### config.mk
export PLATFORM = sky130hd
export DESIGN_NAME = uart_transmitter
export DESIGN_NICKNAME = d
export VERILOG_FILES = /design/src/rtl/uart_transmitter.sv
export SDC_FILE = /design/constraint.sdc
export NUM_CORES = 1
export LEC_CHECK = 0
export CORE_MARGIN = 10
export CORE_UTILIZATION = 60
export CTS_BUF_LIST = sky130_fd_sc_hd__clkbuf_16
export CTS_CLUSTER_SIZE = 30
export DETAILED_ROUTE_END_ITERATION = 7
export PLACE_DENSITY_LB_ADDON = 0.08
export SLEW_MARGIN = 10
export SYNTH_ARGS = -nofsm -noshare
export SYNTH_HDL_FRONTEND = slang
export SYNTH_SLANG_ARGS = --single-unit
### constraint.sdc
create_clock -name clk -period 5.4 [get_ports clk]
set_input_delay 1.08 -clock clk [delete_from_list [all_inputs] [get_ports clk]]
set_output_delay 1.08 -clock clk [all_outputs]
set_load 0.005 [all_outputs]
### src/rtl/uart_transmitter.sv
// Free-running 8N1 UART transmitter: frames and sends the byte on bus continuously.
// Define UART_TX_PARITY_EN to insert an even-parity bit (8E1 framing).
module uart_transmitter #(
   parameter int unsigned CLK_FREQ     = 100_000_000,
   parameter int unsigned BAUD         = 38400,
   parameter int unsigned CLKS_PER_BIT = CLK_FREQ / BAUD
) (
   input  logic       clk,
   input  logic       rst,
   input  logic [7:0] bus,
   output logic       tx
);

   localparam int unsigned CntW = (CLKS_PER_BIT > 1) ? $clog2(CLKS_PER_BIT) : 1;
   localparam logic [CntW-1:0] CntMax = CntW'(CLKS_PER_BIT - 1);

`ifdef UART_TX_PARITY_EN
   typedef enum logic [2:0] {StIdle, StStart, StData, StParity, StStop} state_t;
`else
   typedef enum logic [1:0] {StIdle, StStart, StData, StStop} state_t;
`endif

   state_t          state_q, state_d;
   logic [CntW-1:0] cnt_q, cnt_d;
   logic [2:0]      idx_q, idx_d;
   logic [7:0]      shreg_q, shreg_d;
   logic            tx_q, tx_d;
   logic            tick;

   assign tick = (cnt_q == CntMax);

   always_comb begin
      state_d = state_q;
      idx_d   = idx_q;
      shreg_d = shreg_q;
      cnt_d   = tick ? '0 : cnt_q + 1'b1;
      if (tick) begin
         case (state_q)
            StIdle: begin
               shreg_d = bus;
               state_d = StStart;
            end
            StStart: begin
               idx_d   = 3'd0;
               state_d = StData;
            end
            StData: begin
               if (idx_q == 3'd7) begin
`ifdef UART_TX_PARITY_EN
                  state_d = StParity;
`else
                  state_d = StStop;
`endif
               end else begin
                  idx_d = idx_q + 3'd1;
               end
            end
`ifdef UART_TX_PARITY_EN
            StParity: state_d = StStop;
`endif
            StStop: begin
               // Back-to-back frames: the next byte is latched straight into START.
               shreg_d = bus;
               state_d = StStart;
            end
            default: state_d = StIdle;
         endcase
      end

      // tx follows the next state so every bit is registered on its own boundary.
      case (state_d)
         StIdle:   tx_d = 1'b1;
         StStart:  tx_d = 1'b0;
         StData:   tx_d = shreg_d[idx_d];
`ifdef UART_TX_PARITY_EN
         StParity: tx_d = ^shreg_d;
`endif
         StStop:   tx_d = 1'b1;
         default:  tx_d = 1'b1;
      endcase
   end

   always_ff @(posedge clk) begin
      if (rst) begin
         state_q <= StIdle;
         cnt_q   <= '0;
         idx_q   <= 3'd0;
         shreg_q <= 8'h00;
         tx_q    <= 1'b1;
      end else begin
         state_q <= state_d;
         cnt_q   <= cnt_d;
         idx_q   <= idx_d;
         shreg_q <= shreg_d;
         tx_q    <= tx_d;
      end
   end

   assign tx = tx_q;

endmodule

# ---- After elaboration in Yosys (flattened, before gate mapping)
# Index checks and enable logic that the tools add are counted.
dict set report totals {
  ff_bits 26
  latch_bits 0
  ramBits 0
  mem_bits_ro 0
  inputBits 10
  output_inout_bits 1
  elab_cells 32
  mem_count 0
}
dict set report op_classes {
  addsub 2
  multipliers 0
  div_mod_pow 0
  n_lt_le_gt_ge 1
  eq_ne 8
  shift 0
  mux 11
  bitwise 0
  n_reduce_logical 5
}
# op count
set op_table {}
lappend op_table {{$mux W8} 2}
lappend op_table {{$add A12 B1 Y12 const B} 1}
lappend op_table {{$eq A12 B12 Y1 const B} 1}
lappend op_table {{$eq A2 B2 Y1 const B} 4}
lappend op_table {{$mux W3} 2}
lappend op_table {{$pmux W2 S3} 1}
lappend op_table {{$pmux W3 S2} 1}
lappend op_table {{$reduce_or A2 Y1} 3}
lappend op_table {{$eq A2 B1 Y1 const B} 2}
lappend op_table {{$logic_not A2 Y1} 2}
lappend op_table {{$lt A3 B4 Y1 const B} 1}
lappend op_table {{$mux W2} 2}
lappend op_table {{$add A3 B1 Y3 const B} 1}
lappend op_table {{$bmux W1 S3} 1}
lappend op_table {{$eq A3 B3 Y1 const B} 1}
lappend op_table {{$pmux W1 S3} 1}
lappend op_table {{$mux W1} 1}

# ---- Longest topological paths before layout
# Gate-level depths: netlist of run 1.
dict set report logic_depth {
  ltp_word 7
  depth_mapped 10
}

# ---- Worst setup path before layout of run 1
# No wires, ideal clock.
dict set report synth_path {
  path_type {reg2reg}
  from {reg state_q[0]}
  to {reg tx_q, in the netlist tx}
  arrival_ns 2.072
  setup_slack_ns 3.199
  stages_incl_launch_ff 10
  n_path_buf 0
  path_cell_list {dfxtp_1 inv_1 ha_1 nor4b_2 nand3_2 o211ai_4 mux2i_1 mux2i_1 o311ai_0 o31ai_1}
}
dict set report synth_between {
  elab_chain_cells 7
}
# item line_no
set synth_rtl {}
lappend synth_rtl {{start: declaration} 23} ;# state_t state_q, state_d;
lappend synth_rtl {{start signal: assignment} 85} ;# state_q <= StIdle;
lappend synth_rtl {{start signal: assignment} 91} ;# state_q <= state_d;
lappend synth_rtl {{$eq A2 B2 Y1 / $logic_not A2 Y1 (equally long branches)} 38} ;# case (state_q)
lappend synth_rtl {{$reduce_or A2 Y1 (no source line)} n/a}
lappend synth_rtl {{$mux W8 / $pmux W2 S3 (equally long branches)} 38}
lappend synth_rtl {{$mux W8 / $mux W2 (equally long branches)} 37} ;# if (tick) begin
lappend synth_rtl {{$bmux W1 S3 (tied with other cells)} 74} ;# StData: tx_d = shreg_d[idx_d];
lappend synth_rtl {{$mux W1 (implied by the code) / $reduce_or A2 Y1 (equally long branches)} n/a}
lappend synth_rtl {{$pmux W1 S3 (*)} 71} ;# case (state_d)
lappend synth_rtl {{end signal: assignment} 95} ;# tx_q <= tx_d;
lappend synth_rtl {{end: declaration} 27} ;# logic tx_q, tx_d;
# Every way passes the cells marked *; elsewhere a longest branch is shown, timed or not. The select of a mux whose other input is x is not followed.
# A chain may end at the register's enable or synchronous reset.

# ---- Worst setup path after layout of run 1
# Ends and elaborated chain as after synthesis.

==> metrics.yaml, run 1 <==
timing:
  maxSlewHeadroom: 0.636
  finalHoldViolations: 0
  worst_hold_slack_ns: 0.463
  period_share: 0.464
  slew_viol_final: 0
  fin_worst_skew_ns: 0.00162
  rsz0062_at_grt: "no"
  tns_ns: 0
  max_freq_mhz: 399
  min_period_ns: 2.50
  report.final.setup_viol: 0
  worst_slew_pin_slew_ns: 0.544
cts:
  path_clk_slew_ns: 0.06
  h-tree-depth: 1
  cts-buffers-inserted: 3
  cts_tree: "yes"
  clockBufferDepth: 2
  cts_setup_buffers: 0
  cts_resized: 0
  cts.hold.buffers_added: 0
  insertion_delay_ns: 0.26
  cts_root_buf: "clkbuf_16"
  clkSinkCount: 26
route:
  routedWlPerCell_um: 14.9
  vias_per_cell: 5.78
  drtIter0Drc: 54
  ant_nets: 0
  firstDrtPassIters: 4
  via_count: 1012
  drc: 0
  wl_mm: 2.61
cells_and_area:
  syn_to_final_growth_pct: 15.3
  utilization: 0.748
  drive_above_1_share: 0.0743
  final_nets: 165
  diodes: 0
  fillCellCount: 151
critical_path:
  slowest_delay_ns: 0.38
  critPathCaptureType: "flop"
  cp-start-kind: "flop"
  critPathArrivalTime_ns: 2.64
  startpoint: "state_q[0]"
  path_class: "reg2reg"
  crit_path_top_delay_cell: "ha_1"
  worst_r2r_startpoint: "state_q[0]"
  crit_top_cell: "mux2i_1"
  cp.required_ns: 5.54
  cp_num_buf_inv: 1
  crit_family: "compound AO/OA/AOI/OAI gates"
  path_cells: "inv_1 -> ha_1 -> nor4b_2 -> nand3_2 -> o211ai_4 -> mux2i_1 -> mux2i_1 -> o311ai_0 -> o31ai_1"
  crit_path_max_fanout: 6
floorplanning:
  initial_utilization: 0.649
  die_x_um: 66.8
  rows: 16
  die_height_um: 66.8
  ios: 11
  die_area_mm2: 0.00446
  core-area_mm2: 0.00202
global_routing:
  grt_pass1_vias: 963
  antenna_found_initial: 0
  grt_pass1_wl_mm: 4.45
  grt_max_degree: 16
  grt-ovfl-total: 0
  track_usage: 0.128
synthesis:
  synthFlopType: "dfxtp_1"
  synth_seq_cells: 26
  syn_nets: 153
  synth-seq-area-share: 0.397
  synth-async-reset-ratio: 0
  synth_cell_type_count: 31
  yosys_warnings: 0
  synth_enable_flop_cells: 0
  syn_area_per_cell_um2: 9.57
  syn-instance-count: 137
  syn-cell-area_mm2: 0.00131
power_and_ir_drop:
  power_frac_seq: 0.526
  power_frac_comb: 0.041
  power.switching_w: 0.0000704
  p_sw_frac: 0.189
  p_leak_nw: 0.641
  ir_worst_vdd_v: 0.000191
  power-per-cell-area_mw_per_mm2: 246
  clock_power_share: 0.433
  internal_power_w: 0.000302
flow_run:
  max-cap-violations: 0
worst_hold_path:
  hp-class: "reg2reg"
  min-delay-start: "cnt_q[0]"
place:
  gp_congestion: 0.787
  hpwl_mm: 1.93
  portBuffers: 10
outcome:
  status: "finished clean"
[power by group through the flow]
| stage | Clock (W) | Combinational, W | Sequential [W] |
|---|---|---|---|
| after detailed placement | 0 | 0.0000152 | 0.000200 |
| final | 0.000161 | 0.0000154 | 0.000196 |
| after global placement | 0 | 0.0000147 | 0.000200 |
| after CTS | 0.000163 | 0.0000155 | 0.000195 |
| after global routing | 0.000172 | 0.0000169 | 0.000196 |
| after floorplan | 0 | 0.00000669 | 0.000199 |
[per-layer routing]
metal,part of all wire,track usage,wire [um]
met1,0.44,0.152,1150
met2,0.51,0.217,1320
met3,0.039,0.0334,102
met4,0.011,0.0445,29
met5,0,0,0
[final cells by class]
type                       count  area (um2)  share of cell area
sequential                    26         520               0.344
inverter                       7        26.3              0.0174
clock inverter                 1        3.75             0.00248
clock buffer                   3        75.1              0.0497
timing repair buffer          10         100              0.0662
tap                           27        33.8              0.0224
multi-input combinational    101         752               0.498
[placed cells by master, fill, tap and decap left out, types with 2 or more instances in the layout]
cell,synthesis,routed
nor2_1,30,30
dfxtp_1,26,26
mux2i_1,12,12
nand3_1,10,10
clkdlybuf4s50_1,0,10
inv_1,7,7
xor2_1,6,6
ha_1,6,6
nand2_1,4,4
xnor2_1,4,4
nor3b_1,3,3
a21oi_1,3,3
mux4_1,3,3
clkbuf_16,0,3
and4bb_2,2,2
o22ai_1,2,2
and3_1,2,2
[registers in the layout, summed over array words and instances (netlist names)]
register  cells
idx_q         3
shreg_q       8
state_q       2
cnt_q        12
tx            1
[per-stage QoR]
| stage | setup slack, ns | cells | instance area [um2] | total power [W] |
|---|---|---|---|---|
| 4_1_cts | 2.86 | 175 | 1510 | 0.000374 |
| 5_1_grt | 2.65 | 175 | 1510 | 0.000385 |
| 2_1_floorplan | 3.20 | 137 | 1310 | 0.000206 |
| 3_3_place_gp | 2.87 | 171 | 1430 | 0.000214 |
| 3_5_place_dp | 2.82 | 171 | 1430 | 0.000215 |
| 6_report | 2.90 | 175 | 1510 | 0.000372 |
[path summary, 6_finish.rpt]
| path | endpoint | slack [ns] | cells after the start |
|---|---|---|---|
| setup / recovery | tx | 2.90 | 9 |
| hold / removal | cnt_q[0] | 0.46 | 1 |
| setup reg to reg | tx | 2.90 | 9 |
| hold reg to reg | cnt_q[0] | 0.46 | 1 |
[logic make-up after synthesis]
family / count (synthesis) / synth area share
buffers and inverters: 10 / 0.0296
AO/OA/AOI/OAI: 11 / 0.0649
AND/OR/NAND/NOR: 59 / 0.233
adder cells (fa/ha/maj): 6 / 0.0573
flip-flops: 26 / 0.397
XOR/XNOR: 10 / 0.0668
multiplexers: 15 / 0.152
[cell usage after synthesis (2+ instances only)]
master,n,area [um2]
nand2_1,4,15.0
a21oi_1,3,15.0
and4bb_2,2,25.0
nand3_1,10,50.1
o22ai_1,2,12.5
ha_1,6,75.1
xnor2_1,4,35.0
inv_1,7,26.3
nor2_1,30,113
nor3b_1,3,22.5
mux4_1,3,78.8
xor2_1,6,52.6
mux2i_1,12,120
clkbuf_1,2,7.51
and3_1,2,12.5
dfxtp_1,26,521
Note: power is estimated with default switching activity, not from simulation.
==> run 2, diff against run 1 <==
--- a/config.mk
+++ b/config.mk
@@ -6,7 +6,7 @@
 export NUM_CORES = 1
 export LEC_CHECK = 0
 export CORE_MARGIN = 10
-export CORE_UTILIZATION = 60
+export CORE_UTILIZATION = 56
 export CTS_BUF_LIST = sky130_fd_sc_hd__clkbuf_16
 export CTS_CLUSTER_SIZE = 30
 export DETAILED_ROUTE_END_ITERATION = 7
==> constraint.sdc (replaced) <==
create_clock -name clk -period 2.62 [get_ports clk]
set_input_delay 0.524 -clock clk [delete_from_list [all_inputs] [get_ports clk]]
set_output_delay 0.524 -clock clk [all_outputs]
set_load 0.005 [all_outputs]
==> metrics.yaml, run 2 (same netlist as run 1, synthesis figures left out) <==
route:
  vias_per_cell: 5.62  # -2.8%
  via_count: 1001  # -1.1%
  ant_nets: 0  # unchanged
  firstDrtPassIters: 5  # +1
  wl_mm: 2.46  # -5.6%
  drc: 0  # unchanged
  drtIter0Drc: 33  # -39%
  routedWlPerCell_um: 13.8  # -7.2%
power_and_ir_drop:
  clock_power_share: 0.431  # -0.002
  power_frac_seq: 0.526  # about the same
  power-per-cell-area_mw_per_mm2: 501  # +100%
  power_frac_comb: 0.042  # about the same
  p_total_w: 0.000766  # +110%
  ir_worst_vdd_v: 0.000400  # +110%
  p_leak_nw: 0.650  # +1.4%
  p_sw_frac: 0.187  # -0.00190
  internal_power_w: 0.000622  # +110%
  power.switching_w: 0.000144  # +100%
floorplanning:
  die_x_um: 68.4  # +2.5%
  die_height_um: 68.4  # +2.5%
  die_area_mm2: 0.00468  # +5.0%
  core-area_mm2: 0.00221  # +9.4%
  ios: 11  # unchanged
  rows: 17  # +1
  initial_utilization: 0.593  # -0.0558
critical_path:
  crit_path_max_fanout: 6  # unchanged
  startpoint: "state_q[0]"
  path_class: "reg2reg"
  cp.required_ns: 2.76  # -2.78 ns
  endpoint: "tx"
  r2r_setup_slack_ns: 0.21  # -2.69 ns
  worst_r2r_startpoint: "state_q[0]"
  critPathArrivalTime_ns: 2.55  # -0.09 ns
  r2r-end: "tx"
  rr_worst_depth: 9  # unchanged
  cp-start-kind: "flop"
  critPathCaptureType: "flop"
cells_and_area:
  syn_to_final_growth_pct: 16.5
  finalInstanceArea_mm2: 0.00153  # +1.1%
  final_common_cell: "nor2_1"
  top_register: "cnt_q"
  reg_top3: "cnt_q (12), shreg_q (8), idx_q (3)"
  drive_above_1_share: 0.0867  # +0.0123
  final_nets: 167  # +1.2%
  fillCellCount: 204  # +35%
  largest_register_ff_count: 12  # unchanged
  diodes: 0  # unchanged
  final_cell_mix: "nor2_1 (30), dfxtp_1 (26), mux2i_1 (12), nand3_1 (10), clkdlybuf4s50_1 (10)"
  utilization: 0.691  # -0.0569
global_routing:
  grt-ovfl-total: 0  # unchanged
  grt_pass1_wl_mm: 4.19  # -5.9%
  antenna_found_initial: 0  # unchanged
  track_usage: 0.116  # -0.0124
  grt_max_degree: 15  # -1
  grt_pass1_vias: 924  # -4.0%
place:
  portBuffers: 10  # unchanged
  dp_slack_ns: 0.125  # -2.69 ns
  gp_congestion: 0.838  # +6.4%
  hpwl_mm: 1.92  # -0.73%
  place_area_mm2: 0.00145  # +1.1%
flow_run:
  max-cap-violations: 0  # unchanged
timing:
  rsz0062_at_grt: "no"
  maxSlewHeadroom: 0.704  # +0.0684
  tns_ns: 0  # unchanged
  worst_slew_pin_slew_ns: 0.443  # -0.101 ns
  period_share: 0.921  # +0.457
  finalHoldViolations: 0  # unchanged
  fin_worst_skew_ns: 0.00418  # +0.00256 ns
  report.final.setup_viol: 0  # unchanged
  min_period_ns: 2.41  # -0.0921 ns
  fin_ws_ns: 0.208  # -2.69 ns
  max_freq_mhz: 415  # +3.8%
  slew_viol_final: 0  # unchanged
outcome:
  status: "finished clean"
cts:
  h-tree-depth: 1  # unchanged
  clockBufferDepth: 2  # unchanged
  cts_tree: "yes"
  insertion_delay_ns: 0.26  # about the same
  clkSinkCount: 26  # unchanged
  cts_setup_buffers: 0  # unchanged
  cts-buffers-inserted: 3  # unchanged
  cts_root_buf: "clkbuf_16"
  path_clk_slew_ns: 0.06  # about the same
worst_hold_path:
  hp-class: "reg2reg"
## run 2: cell count changes in the layout (fill, tap and decap cells not counted), sizes merged
cell  change
buf       +2
## run 2: area by class of cell
cell class / instances / area (um2) / share of cell area
well taps: 28 / 35.0 / 0.0229
multi-input cells: 101 / 752 / 0.492
clock inverters: 1 / 3.75 / 0.00246
clock buffers: 3 / 75.1 / 0.0491
repair buffers: 12 / 115 / 0.0753
inverters: 7 / 26.3 / 0.0172
flip-flops and latches: 26 / 520 / 0.341
## run 2: per-stage QoR
step,cells,hold WS (ns)
finish,178,0.463
global route,178,0.494
CTS,178,0.470
detailed placement,174,0.449
global placement,174,0.444
floorplan,137,0.430
## run 2: routing by layer
| layer | wire length (um) | track usage | vias to the layer above |
|---|---|---|---|
| li1 | - | - | 510 |
| met1 | 1220 | 0.157 | 477 |
| met2 | 1160 | 0.175 | 12 |
| met3 | 58 | 0.0261 | 2 |
| met4 | 17 | 0.0427 | 0 |
| met5 | 0 | 0 | - |
## run 2: worst min path at each step
stage,depth (start not counted),slack (ns),endpoint,start
4_1_cts,1,0.47,cnt_q[0],cnt_q[0]
2_1_floorplan,1,0.43,cnt_q[0],cnt_q[0]
3_5_place_dp,1,0.45,cnt_q[0],cnt_q[0]
5_1_grt,1,0.49,cnt_q[0],cnt_q[0]
3_3_place_gp,1,0.44,cnt_q[0],cnt_q[0]
6_report,1,0.46,cnt_q[0],cnt_q[0]
## run 2: critical path, stage by stage, from the launching register on
cell	delay, ns
dfxtp_1	0.35
inv_1	0.06
ha_1	0.39
nor4b_2	0.33
nand3_2	0.16
o211ai_4	0.29
mux2i_1	0.22
mux2i_1	0.08
o311ai_1	0.28
o31ai_1	0.12
## run 2: power groups by stage
| stage | Combinational [W] | Clock (W) | Sequential (W) |
|---|---|---|---|
| 5_1_grt | 0.0000345 | 0.000358 | 0.000404 |
| 4_1_cts | 0.0000326 | 0.000339 | 0.000403 |
| 3_5_place_dp | 0.0000326 | 0 | 0.000412 |
| 2_1_floorplan | 0.0000138 | 0 | 0.000411 |
| 3_3_place_gp | 0.0000322 | 0 | 0.000412 |
| 6_report | 0.0000324 | 0.000331 | 0.000403 |
## run 2: repair_timing
action / in CTS / in global routing
hold buffers: 0 / 0
resized for setup: 0 / 1
setup endpoints to repair: 0 / 1
==> run 3, diff against run 2 <==
--- a/config.mk
+++ b/config.mk
@@ -10,7 +10,7 @@
 export CTS_BUF_LIST = sky130_fd_sc_hd__clkbuf_16
 export CTS_CLUSTER_SIZE = 30
 export DETAILED_ROUTE_END_ITERATION = 7
-export PLACE_DENSITY_LB_ADDON = 0.08
+export PLACE_DENSITY = 0.87
 export SLEW_MARGIN = 10
 export SYNTH_ARGS = -nofsm -noshare
 export SYNTH_HDL_FRONTEND = slang
==> metrics.yaml, run 3 (same netlist as run 1, synthesis figures left out) <==
outcome:
  status: "finished clean"
floorplanning:
  ios: 11  # unchanged
  die_x_um: 68.4  # unchanged
  die_area_mm2: 0.00468  # unchanged
  rows: 17  # unchanged
  core-area_mm2: 0.00221  # unchanged
  initial_utilization: 0.593  # unchanged
  die_height_um: 68.4  # unchanged
critical_path:
  path_cells: "inv_1 -> ha_1 -> nor4b_4 -> nand3_2 -> o211ai_4 -> mux2i_1 -> mux2i_1 -> o311ai_0 -> o31ai_1"
  path_class: "reg2reg"
  cp.depth: 9  # unchanged
  rr_worst_depth: 9  # unchanged
  crit_path_max_fanout: 6  # unchanged
  crit_path_top_delay_cell: "ha_1"
  critPathArrivalTime_ns: 2.59  # +0.04 ns
  cp-start-kind: "flop"
  cp.required_ns: 2.75  # about the same
  slowest_delay_ns: 0.39  # about the same
  critPathCaptureType: "flop"
  crit_top_cell: "mux2i_1"
  cp_num_buf_inv: 1  # unchanged
  crit_family: "compound AO/OA/AOI/OAI gates"
timing:
  maxSlewHeadroom: 0.688  # -0.0162
  finalHoldViolations: 0  # unchanged
  slew_viol_final: 0  # unchanged
  tns_ns: 0  # unchanged
  min_period_ns: 2.45  # +0.0413 ns
  period_share: 0.936  # +0.0158
  report.final.setup_viol: 0  # unchanged
  worst_slew_pin_slew_ns: 0.468  # +0.0243 ns
  fin_ws_ns: 0.166  # -0.0413 ns
  rsz0062_at_grt: "no"
  max_freq_mhz: 408  # -1.7%
  fin_worst_skew_ns: 0.00296  # -0.00122 ns
route:
  wl_mm: 2.79  # +13%
  drc: 0  # unchanged
  routedWlPerCell_um: 15.8  # +14%
  via_count: 1005  # +0.40%
  firstDrtPassIters: 4  # -1
  drtIter0Drc: 39  # +18%
  ant_nets: 0  # unchanged
  vias_per_cell: 5.68  # +0.97%
power_and_ir_drop:
  p_leak_nw: 0.649  # -0.23%
  power_frac_comb: 0.045  # +0.003
  power-per-cell-area_mw_per_mm2: 497  # -0.81%
  p_sw_frac: 0.186  # -0.00170
  ir_worst_vdd_v: 0.000423  # +5.7%
  power_frac_seq: 0.529  # +0.003
  internal_power_w: 0.000621  # -0.27%
  clock_power_share: 0.426  # -0.005
  power.switching_w: 0.000142  # -1.4%
cells_and_area:
  final_cell_mix: "nor2_1 (30), dfxtp_1 (26), mux2i_1 (12), nand3_1 (10), clkdlybuf4s50_1 (10)"
  diodes: 0  # unchanged
  final_common_cell: "nor2_1"
  finalInstanceArea_mm2: 0.00153  # +0.33%
  reg_top3: "cnt_q (12), shreg_q (8), idx_q (3)"
  largest_register_ff_count: 12  # unchanged
  top_register: "cnt_q"
  syn_to_final_growth_pct: 16.9
  final_nets: 167  # unchanged
  fillCellCount: 166  # -19%
  drive_above_1_share: 0.0872  # +0.000582
cts:
  clkSinkCount: 26  # unchanged
  insertion_delay_ns: 0.25  # about the same
  cts_root_buf: "clkbuf_16"
  path_clk_slew_ns: 0.06  # about the same
  h-tree-depth: 1  # unchanged
  clockBufferDepth: 2  # unchanged
  cts_tree: "yes"
  cts-buffers-inserted: 3  # unchanged
global_routing:
  grt_max_degree: 15  # unchanged
  grt_pass1_vias: 1057  # +14%
  grt-ovfl-total: 0  # unchanged
  grt_pass1_wl_mm: 4.92  # +17%
  track_usage: 0.135  # +0.0194
  antenna_found_initial: 0  # unchanged
place:
  hpwl_mm: 2.00  # +4.3%
  portBuffers: 10  # unchanged
  place_area_mm2: 0.00145  # unchanged
  gp_congestion: 0.851  # +1.6%
  dp_slack_ns: 0.172  # +0.0473 ns
worst_hold_path:
  hp-class: "reg2reg"
  hold_path_depth: 1  # unchanged
flow_run:
  max-cap-violations: 0  # unchanged
run 3: cell count changes in the layout (fill, tap and decap cells not counted), sizes merged:
cell / before / now
clkinv: 1 / 0
run 3: power by group through the flow:
stage               Combinational [W]  Clock, W  Sequential, W
CTS                         0.0000340  0.000330       0.000403
finish                      0.0000342  0.000325       0.000403
global route                0.0000373  0.000348       0.000404
global placement            0.0000321         0       0.000412
floorplan                   0.0000138         0       0.000411
detailed placement          0.0000338         0       0.000412
run 3: area by class of cell:
cell class                      count  area (um2)  area share
Clock buffer                        3        75.1      0.0490
Inverter                            7        26.3      0.0171
Multi-Input combinational cell    101         761       0.496
Sequential cell                    26         520       0.340
Tap cell                           28        35.0      0.0229
Timing Repair Buffer               12         115      0.0751
run 3: path summary, 6_finish.rpt:
check | endpoint | slack [ns] | start
max reg2reg | tx | 0.17 | state_q[0]
min reg2reg | cnt_q[0] | 0.48 | cnt_q[0]
max | tx | 0.17 | state_q[0]
min | cnt_q[0] | 0.48 | cnt_q[0]
run 3: repair_timing:
item / 4_1_cts / 5_1_grt
hold buffers: 0 / 0
setup endpoints to repair: 0 / 1
gates resized for setup: 0 / 1
buffers inserted: 0 / 0
run 3: routing by layer:
layer	part of all wire	vias up	GRT usage	routed length (um)
met2	0.50	20	0.217	1400
met4	0.022	0	0.0704	61
met3	0.032	9	0.0326	89
met5	0	-	0	0
met1	0.44	471	0.164	1240
li1	-	505	-	-
run 3: stage by stage:
step           power [W]  std cells  hold WS, ns   util
6_report        0.000762        177        0.481  0.693
2_1_floorplan   0.000425        137        0.430      -
5_1_grt         0.000789        177        0.500  0.693
3_3_place_gp    0.000444        174        0.443  0.655
3_5_place_dp    0.000446        174        0.469  0.655
4_1_cts         0.000767        177        0.484  0.689
